### config.mk
export PLATFORM = sky130hd
export DESIGN_NAME = mod_n_counter
export DESIGN_NICKNAME = d
export VERILOG_FILES = /design/src/rtl/counter_pkg.sv /design/src/rtl/mod_n_counter_prescaler.sv /design/src/rtl/mod_n_counter.sv
export SDC_FILE = /design/constraint.sdc
export NUM_CORES = 1
export LEC_CHECK = 0
export ABC_CLOCK_PERIOD_IN_PS = 1450
export BUFFER_PORTS_ARGS = -buffer_cell sky130_fd_sc_hd__buf_2
export CAP_MARGIN = 40
export CORE_AREA = 2 2 39 41
export DETAILED_ROUTE_END_ITERATION = 8
export DIE_AREA = 0 0 41 43
export GPL_TIMING_DRIVEN = 0
export PLACE_DENSITY = 0.59
export SLEW_MARGIN = 20
export SYNTH_ARGS = -nofsm -noshare
export SYNTH_HDL_FRONTEND = slang
export SYNTH_SLANG_ARGS = --single-unit
### constraint.sdc
create_clock -name input_clock -period 1.45 [get_ports input_clock]
set_input_delay 0.435 -clock input_clock [delete_from_list [all_inputs] [get_ports input_clock]]
set_output_delay 0.435 -clock input_clock [all_outputs]
set_load 0.03 [all_outputs]
### src/rtl/counter_pkg.sv
// Shared types and helpers for the modulo-N counter.
// Exports count_dir_e, next_mod_t, next_mod() and MAX_COUNTER_WIDTH.
package counter_pkg;

  localparam int MAX_COUNTER_WIDTH = 32;

  typedef enum logic {
    DIR_DOWN = 1'b0,
    DIR_UP   = 1'b1
  } count_dir_e;

  typedef struct packed {
    logic                         wrap;
    logic [MAX_COUNTER_WIDTH-1:0] next;
  } next_mod_t;

  // last is MODULUS-1, so a 2**WIDTH modulus
  // never needs a wider operand.
  function automatic next_mod_t next_mod(
    input logic [MAX_COUNTER_WIDTH-1:0] value,
    input logic [MAX_COUNTER_WIDTH-1:0] last,
    input count_dir_e                   up
  );
    next_mod_t r;
    if (up == DIR_UP) begin
      r.wrap = (value == last);
      r.next = r.wrap ? '0 : value + 1'b1;
    end else begin
      r.wrap = (value == '0);
      r.next = r.wrap ? last : value - 1'b1;
    end
    return r;
  endfunction

endpackage

### src/rtl/mod_n_counter_prescaler.sv
// Enable prescaler: tick on every PRESCALE-th enabled cycle.
// Ports: clock, reset_n, clear, enable -> tick.
module counter_prescaler
  import counter_pkg::*;
#(
  parameter int PRESCALE = 4
) (
  input  logic clock,
  input  logic reset_n,
  input  logic clear,
  input  logic enable,
  output logic tick
);

  localparam int PW = (PRESCALE > 1) ? $clog2(PRESCALE) : 1;
  localparam logic [PW-1:0] LAST = PW'(PRESCALE - 1);

  logic [PW-1:0] cnt_q;
  logic [PW-1:0] cnt_d;

  // With PRESCALE=1, LAST=0 so every enabled cycle ticks.
  assign tick = enable && !clear && (cnt_q == LAST);

  always_comb begin
    cnt_d = cnt_q;
    if (clear) begin
      cnt_d = '0;
    end else if (enable) begin
      cnt_d = (cnt_q == LAST) ? '0 : cnt_q + 1'b1;
    end
  end

  always_ff @(posedge clock or negedge reset_n) begin
    if (!reset_n) begin
      cnt_q <= '0;
    end else begin
      cnt_q <= cnt_d;
    end
  end

endmodule

### src/rtl/mod_n_counter.sv
// Modulo-N up/down counter with load, enable and terminal-count pulse.
// Ports: input_clock, input_reset_n, input_enable, input_up, input_load,
//   input_load_value -> output_count, output_tc, output_zero.
// Macro COUNTER_PRESCALER_EN gates steps through counter_prescaler.
module mod_n_counter
  import counter_pkg::*;
#(
  parameter int              WIDTH       = 4,
  parameter longint unsigned MODULUS     = 10,
  parameter longint unsigned RESET_VALUE = 0,
  parameter int              PRESCALE    = 4
) (
  input  logic             input_clock,
  input  logic             input_reset_n,
  input  logic             input_enable,
  input  logic             input_up,
  input  logic             input_load,
  input  logic [WIDTH-1:0] input_load_value,
  output logic [WIDTH-1:0] output_count,
  output logic             output_tc,
  output logic             output_zero
);

  if (WIDTH < 1 || WIDTH > MAX_COUNTER_WIDTH ||
      MODULUS < 64'd2 || MODULUS > (64'd1 << WIDTH) ||
      RESET_VALUE >= MODULUS || PRESCALE < 1) begin : g_bad_param
    $error("mod_n_counter: illegal parameter set");
  end

  localparam logic [WIDTH-1:0] LAST = WIDTH'(MODULUS - 64'd1);
  localparam logic [WIDTH-1:0] RST  = WIDTH'(RESET_VALUE);

  logic [WIDTH-1:0] count_q;
  logic [WIDTH-1:0] count_d;
  logic             tc_q;
  logic             tc_d;
  logic             step;
  next_mod_t        nm;
  logic [MAX_COUNTER_WIDTH-1:0] nm_unused;

`ifdef COUNTER_PRESCALER_EN
  counter_prescaler #(
    .PRESCALE(PRESCALE)
  ) u_prescaler (
    .clock  (input_clock),
    .reset_n(input_reset_n),
    .clear  (input_load),
    .enable (input_enable),
    .tick   (step)
  );
`else
  assign step = input_enable;
`endif

  assign nm = next_mod(MAX_COUNTER_WIDTH'(count_q),
                       MAX_COUNTER_WIDTH'(LAST),
                       count_dir_e'(input_up));
  assign nm_unused = nm.next;

  always_comb begin
    count_d = count_q;
    tc_d    = 1'b0;
    if (input_load) begin
      count_d = (input_load_value > LAST) ? LAST
                                          : input_load_value;
    end else if (step) begin
      count_d = nm.next[WIDTH-1:0];
      tc_d    = nm.wrap;
    end
  end

  always_ff @(posedge input_clock or negedge input_reset_n) begin
    if (!input_reset_n) begin
      count_q <= RST;
      tc_q    <= 1'b0;
    end else begin
      count_q <= count_d;
      tc_q    <= tc_d;
    end
  end

  assign output_count = count_q;
  assign output_tc    = tc_q;
  assign output_zero  = (count_q == '0);

endmodule

==> results.yml, run 1 <==
cells_and_area:
  antennaDiodeCount: 0
  fin_area_um2: 650.6
  fin_nets: 86
  drive_above_1_share_pct: 43.42
  fillerInstances: 141
  multi_input_area_um2: 304.0
  regArea_um2: 130.1
  syn_to_final_growth_pct: 47.73
sta:
  worst_pin_slew_ns: 0.3948
  slew_headroom_pct: 73.68
  worst_slack_ns: -0.2176
  fmax_mhz: 599.6
  period_minus_slack_ns: 1.668
  finalSetupViolations: 2
  hold_ws_ns: 0.4237
  finalHoldViolCount: 0
  skew_ns: 0.00003622
  rsz0062_at_grt: "yes"
  slew_violations: 0
  finalSetupTns_ns: -0.4030
  min_period_over_period_pct: 115.0
synthesis:
  syn_avg_cell_area_um2: 8.008
  synth_edf_count: 0
  syn-cell-area_um2: 440.4
  yosysUniqueCellTypes: 32
  syn-instance-count: 55
  async_flop_share_pct: 100.0
  ys.flop_type: "dfrtp_1"
  seq_area_frac_synth_pct: 28.41
  synth-seq-cells: 5
  synth-warning-count: 0
  syn_nets: 64
hold_path:
  whs_path_depth: 3
  hold_end: "output_count[0]"
  hp-class: "in -> reg"
  hp-start: "input_load_value[0]"
drt:
  first_pass_iters: 4
  vias: 495
  routedWlPerCell_um: 12.14
  drtAntennaViolNets: 0
  routed_wirelength_mm: 1.117
  viasPerCell: 5.380
  drc: 0
  drt-initial-drc-count: 8
clock_tree:
  cts_buffer_depth: 2
  cts.sinks: 5
  cts_tree: "yes"
  root_buffer: "clkbuf_4"
  h-tree-depth: 1
  clkLatencyLatePin_ns: 0.25
  numCtsBuffers: 3
  clk_pin_slew_ns: 0.04
worst_setup_path:
  path_class: "reg -> out"
  critPathRequiredTime_ns: 1.02
  crit_chain: "clkbuf_8 > nor4_4 > buf_4"
  reg2reg_to: "output_count[3]"
  ff2ff_path_depth: 4
  start_kind: "flip-flop"
  r2r_slack_ns: -0.19
  worstPathArrival_ns: 1.23
  crit_path_top_delay_cell: "dfrtp_2"
  rr_startpoint: "output_count[2]"
  critPathCaptureType: "primary output"
  cpPeakStageDelay_ns: 0.40
  worstPathMaxFanout: 2
floorplan:
  dieHeight_um: 43
  ioPinCount: 15
  die_area_um2: 1763
  rows: 14
  core_area_um2: 1384
  die_w_um: 41
  start_util_pct: 31.83
place:
  place_congestion: 0.7779
  placed_cell_area_um2: 563.0
  pre_cts_ws_ns: -0.2651
  port_buffers: 12
  dpl.hpwl_um: 777.7
grt:
  grt_pass1_wl_mm: 1.945
  overflow: 0
  grt_pass1_vias: 455
  track_usage_pct: 16.92
  grt_max_degree: 11
  antenna_found_initial: 0
status:
  status: "finished, violations left"
  violations: "negative setup slack"
power:
  ir_drop_uv: 623.5
  power.density_nw_per_um2: 910.9
  power.leakage_uw: 0.0002845
flow_run:
  drv_cap: 0
## cells in the mapped netlist (2+ instances only)
master	instances	area, µm²
dfrtp_1	5	125.1
o21ai_0	5	25.02
clkbuf_1	4	15.01
inv_1	3	11.26
nor2b_1	3	18.77
a21boi_0	2	15.01
a21oi_1	2	10.01
and3b_1	2	17.52
nand3_1	2	10.01
nor2_1	2	7.510
nor3_1	2	10.01
o21a_1	2	15.01
xnor2_1	2	17.52
## routing by layer
layer  track usage, %  share of wire, %  wire length [µm]  vias to the layer above
met5                0                 0                 0                        -
met4            8.000               1.3                14                        0
met3            7.853               6.3                70                        3
met2            24.69                49               552                       22
met1            20.13                43               480                      225
li1                 -                 -                 -                      245
## critical path: cells and delay by family (launching register included)
family        cells  cell delay [ns]
simple gates      1             0.25
buf+inv           2             0.33
flops             1             0.40
## power by group
part,switching [µW],internal (µW)
clock network,63.6,104
registers,10.4,157
logic,143,115
total,217,376
## cell families after synthesis
group	count (synthesis)	synth area share, %
buffers and inverters	10	9.657
and+or+nand+nor	20	30.12
xor gates and xnor gates	2	3.978
DFF	5	28.41
AOI/OAI and AO/OA	18	27.84
## metrics by stage
stage,utilization [%],cells,total power (µW)
floorplan,-,55,337.3
global placement,40.69,83,390.2
detailed placement,40.69,83,392.4
CTS,46.56,92,595.8
global route,47.02,92,645.9
finish,47.02,92,592.7
## cells in the final DEF, fill, tap and decap left out, drive strengths merged, types with 3 or more instances in the layout
cell type / n
inv: 3
clkbuf: 8
nor2b: 3
buf: 19
dfrtp: 5
o21ai: 5
## cell type report
type | count | area share (%)
Buffer | 7 | 8.654
Clock buffer | 4 | 4.038
Inverter | 3 | 1.731
Multi-Input combinational cell | 40 | 46.73
Sequential cell | 5 | 20.00
Tap cell | 16 | 3.077
Timing Repair Buffer | 17 | 15.77
## flip-flops by register name, summed over array words and instances (netlist names)
signal and cells:
output_tc 1, output_count 4
## worst max path at each step
stage | startpoint | to | slack (ns) | cells past startpoint
final | output_count[2] | output_zero | -0.22 | 3
after detailed placement | input_up | output_tc | -0.27 | 4
after CTS | output_count[2] | output_zero | -0.22 | 3
after global routing | output_count[2] | output_zero | -0.29 | 3
after global placement | input_up | output_tc | -0.21 | 4
after floorplan | output_count[2] | output_zero | -0.12 | 2
## timing repair
action                                  in CTS  in global routing
gates resized for setup                      4                  1
setup buffers                                4                  0
endpoints found under the hold margin        5                  0
pin swaps                                    0                  2
gates cloned                                 0                  0
endpoints found under the setup margin       3                  4
hold buffers                                 1                  0
(Power assumes the default switching activity.)
==> run 2, diff against run 1 <==
CORE_AREA = default   (was 2 2 39 41)
CORE_MARGIN = 2   (was default)
CORE_UTILIZATION = 25   (was default)
DIE_AREA = default   (was 0 0 41 43)
PLACE_DENSITY = 0.47   (was 0.59)
==> run 2 against run 1 <==
The flow still finishes with violations (negative setup slack). Worst hold slack gained 0.010 ns. Total power grew 2.0%. Core utilization shrank 7.9 points. Die area grew 20%. First-iteration DRC count shrank 25%. Non-clock buffer count shrank 1. Register-to-register slack lost 0.05 ns. Largest power group unchanged.
==> results.yml, run 2 (same netlist as run 1, synthesis figures left out) <==
status:
  status: "finished, violations left"
  violations: "negative setup slack"
sta:
  period_minus_slack_ns: 1.687
  finalHoldViolCount: 0
  finalSetupTns_ns: -0.4425
  rsz0062_at_grt: "yes"
  slew_headroom_pct: 69.94
  slew_violations: 0
  min_period_over_period_pct: 116.3
  skew_ns: 0.001123
  worst_slack_ns: -0.2370
  fmax_mhz: 592.8
  finalSetupViolations: 2
  worst_pin_slew_ns: 0.4509
drt:
  first_pass_iters: 2
  routedWlPerCell_um: 13.67
  viasPerCell: 5.315
  drc: 0
  drt-initial-drc-count: 6
  drtAntennaViolNets: 0
  routed_wirelength_mm: 1.258
  vias: 489
place:
  port_buffers: 12
  place_inst: 84
  pre_cts_ws_ns: -0.2723
  place_congestion: 0.7952
  dpl.hpwl_um: 811.6
power:
  power.density_nw_per_um2: 914.7
  ir_drop_uv: 397.7
  power.leakage_uw: 0.0002845
floorplan:
  ioPinCount: 15
  start_util_pct: 26.07
  core_area_um2: 1689
  dieHeight_um: 45.97
  rows: 15
  die_area_um2: 2113
  die_w_um: 45.97
cells_and_area:
  syn_to_final_growth_pct: 50.00
  instances_no_fill: 92
  antennaDiodeCount: 0
  layout_commonest_cell: "buf_2"
  final_cell_mix: "buf_2 (12), buf_4 (6), o21ai_0 (5)"
  fillerInstances: 179
  postLayoutCoreUtil_pct: 39.11
  fin_nets: 85
  drive_above_1_share_pct: 44.00
  largest_reg_flops: 4
worst_setup_path:
  worstPathArrival_ns: 1.84
  worstPathMaxFanout: 3
  path_class: "reg -> reg"
  critPathRequiredTime_ns: 1.60
  rr_startpoint: "output_count[1]"
  ff2ff_path_depth: 4
  start_kind: "flip-flop"
  reg2reg_to: "output_count[3]"
  r2r_slack_ns: -0.24
  critPathCaptureType: "flip-flop"
clock_tree:
  h-tree-depth: 1
  cts_buffer_depth: 2
  clk_pin_slew_ns: 0.04
  cts_tree: "yes"
  root_buffer: "clkbuf_4"
  cts.sinks: 5
  numCtsBuffers: 3
  clkLatencyLatePin_ns: 0.25
grt:
  grt_pass1_vias: 437
  grt_pass1_wl_mm: 2.111
  grt_max_degree: 11
  antenna_found_initial: 0
  track_usage_pct: 14.79
  overflow: 0
hold_path:
  whs_path_depth: 3
  hp-class: "in -> reg"
  hold_end: "output_count[0]"
  hp-start: "input_load_value[0]"
flow_run:
  drv_cap: 0
-- run 2: how the worst max path moves through the flow --
| stage | start | end | slack [ns] | cells past startpoint |
|---|---|---|---|---|
| final | output_count[1] | output_count[3] | -0.24 | 4 |
| after global routing | output_count[2] | output_count[3] | -0.27 | 4 |
| after CTS | output_count[1] | output_zero | -0.22 | 3 |
| after detailed placement | input_up | output_tc | -0.27 | 4 |
| after global placement | input_up | output_tc | -0.29 | 4 |
| after floorplan | output_count[2] | output_zero | -0.12 | 2 |
-- run 2: per-layer routing --
metal | GRT usage (%) | share of wire (%)
met1 | 19.19 | 45
met5 | 0 | 0
met3 | 4.762 | 5.2
met2 | 20.00 | 45
met4 | 10.86 | 5.7
-- run 2: cell type report --
| cell class | instances | area (µm²) | share of cell area (%) |
|---|---|---|---|
| sequential | 5 | 130.1 | 19.70 |
| clock buffer | 4 | 26.28 | 3.977 |
| multi-input combinational | 40 | 311.5 | 47.16 |
| tap | 17 | 21.27 | 3.220 |
| inverter | 3 | 11.26 | 1.705 |
| timing repair buffer | 17 | 106.4 | 16.10 |
| buffer | 6 | 53.80 | 8.144 |
-- run 2: through the flow --
stage	area [µm²]	power (µW)	hold slack (ns)
2_1_floorplan	483.0	337.3	0.1394
3_3_place_gp	564.3	393.7	0.2510
3_5_place_dp	564.3	393.6	0.2570
4_1_cts	644.4	596.7	0.4385
5_1_grt	660.6	647.2	0.4578
6_report	660.6	604.3	0.4342
-- run 2: timing repair --
action,4_1_cts,5_1_grt
gates resized for setup,4,9
buffers inserted,4,1
pin swaps,1,3
setup endpoints to repair,3,5
hold buffers,1,0
hold endpoints to repair,5,0
-- run 2: power breakdown --
group / total [µW] / internal, µW / switching (µW)
clock: 166 / 104 / 61.9
sequential: 181 / 157 / 24.1
combinational: 257 / 119 / 137
-- run 2: worst max-delay path, stage by stage (launching register included) --
cell and delay, ns:
dfrtp_2 0.41, buf_4 0.14, or4b_1 0.51, a221o_1 0.34
a32oi_2 0.18
==> run 3, diff against run 2 <==
CTS_CLUSTER_DIAMETER = 50   (was default)
RECOVER_POWER = 100   (was default)
==> run 3 against run 2 <==
The flow still finishes with violations (negative setup slack). Sequential power barely moved. First-iteration DRC count grew 67%. Worst hold slack hardly changed. Wire length down 0.48%. Via count increased by 0.41%. Total power fell by 0.12%. Clock power about the same. Die area did not move. Non-clock buffer count unchanged. Setup slack is essentially flat. Maximum frequency is essentially flat. Highest routed layer unchanged.
==> results.yml, run 3 (same netlist as run 1, synthesis figures left out) <==
cells_and_area:
  drive_above_1_share_pct: 41.33
  regArea_um2: 130.1
  final_cell_mix: "buf_2 (7), buf_4 (6), o21ai_0 (5)"
  syn_to_final_growth_pct: 49.43
  instances_no_fill: 92
  fillerInstances: 180
  largest_reg_flops: 4
  layout_commonest_cell: "buf_2"
  antennaDiodeCount: 0
  fin_nets: 85
  postLayoutCoreUtil_pct: 38.96
  multi_input_area_um2: 311.5
status:
  status: "finished, violations left"
  violations: "negative setup slack"
sta:
  period_minus_slack_ns: 1.687
  rsz0062_at_grt: "yes"
  finalHoldViolCount: 0
  slew_violations: 0
  min_period_over_period_pct: 116.3
  worst_pin_slew_ns: 0.4429
  fmax_mhz: 592.8
  skew_ns: 0.001058
  slew_headroom_pct: 70.47
  finalSetupViolations: 2
  worst_slack_ns: -0.2368
clock_tree:
  cts_tree: "yes"
  cts.sinks: 5
  clk_pin_slew_ns: 0.04
  root_buffer: "clkbuf_4"
  numCtsBuffers: 3
  cts_buffer_depth: 2
  h-tree-depth: 1
  clkLatencyLatePin_ns: 0.25
drt:
  vias: 491
  first_pass_iters: 3
  routed_wirelength_mm: 1.252
  drt-initial-drc-count: 10
  viasPerCell: 5.337
  drtAntennaViolNets: 0
  drc: 0
  routedWlPerCell_um: 13.61
floorplan:
  core_area_um2: 1689
  die_w_um: 45.97
  die_area_um2: 2113
  ioPinCount: 15
  dieHeight_um: 45.97
  start_util_pct: 26.07
  rows: 15
grt:
  grt_max_degree: 11
  grt_pass1_wl_mm: 2.111
  antenna_found_initial: 0
  track_usage_pct: 14.79
  overflow: 0
  grt_pass1_vias: 437
place:
  port_buffers: 12
  place_inst: 84
  dpl.hpwl_um: 811.6
  place_congestion: 0.7952
hold_path:
  hp-class: "in -> reg"
worst_setup_path:
  start_kind: "flip-flop"
  critPathRequiredTime_ns: 1.60
  path_class: "reg -> reg"
  r2r_slack_ns: -0.24
  worstPathMaxFanout: 3
  critPathCaptureType: "flip-flop"
  worstPathArrival_ns: 1.84
power:
  ir_drop_uv: 397.5
  power.density_nw_per_um2: 917.1
  power.total_uw: 603.6
  power.leakage_uw: 0.0002778
flow_run:
  drv_cap: 0
==> run 3: cell types whose count changed in the layout (fill, tap and decap cells not counted), sizes merged <==
| cell | change |
|---|---|
| clkbuf | +6 |
| buf | -6 |
==> run 3: metal layers <==
layer | wire length [µm] | GRT usage [%] | vias up
met5 | 0 | 0 | -
met4 | 72 | 10.86 | 0
met3 | 66 | 4.762 | 8
met2 | 549 | 20.00 | 19
met1 | 564 | 19.19 | 221
li1 | - | - | 243
==> run 3: worst paths after layout <==
kind | from | to | cells after the start
worst max-delay path | output_count[1] | output_count[3] | 4
worst max register to register | output_count[1] | output_count[3] | 4
worst min register to register | output_count[0] | output_tc | 2
min in group asynchronous | input_reset_n | output_count[0] | 2
worst min-delay path | input_load_value[0] | output_count[0] | 3
max in group asynchronous | input_reset_n | output_count[3] | 2
==> run 3: final cells by class <==
cell class                      count  share of cell area, %
Clock buffer                        4                  3.992
Sequential cell                     5                  19.77
Tap cell                           17                  3.232
Multi-Input combinational cell     40                  47.34
Inverter                            3                  1.711
Timing Repair Buffer               17                  15.78
Buffer                              6                  8.175
==> run 3: worst max-delay path, cell delays in order, from the launching register on <==
cell and delay, ns:
dfrtp_2 0.41, buf_4 0.14, or4b_1 0.51, a221o_1 0.34
a32oi_2 0.18
==> run 3: per-stage QoR <==
step	hold slack [ns]	instance area (µm²)	setup TNS (ns)	setup slack [ns]
2_1_floorplan	0.1394	483.0	-0.1899	-0.1227
3_3_place_gp	0.2510	564.3	-0.6968	-0.2872
3_5_place_dp	0.2570	564.3	-0.7254	-0.2723
4_1_cts	0.4385	644.4	-0.4111	-0.2239
5_1_grt	0.4578	658.1	-0.5488	-0.2740
6_report	0.4344	658.1	-0.4421	-0.2368
==> run 3: report_power, final <==
group          switching (µW)  internal [µW]  leakage, µW
Combinational             137            119     0.000206
Clock                    61.7            104    0.0000150
Sequential               24.5            157    0.0000571
==> run 3: what timing repair did <==
item	4_1_cts	5_1_grt
gates resized for setup	4	9
hold buffers	1	0
hold endpoints to repair	5	0
setup buffers	4	1
pin swaps	1	3
setup endpoints to repair	3	5
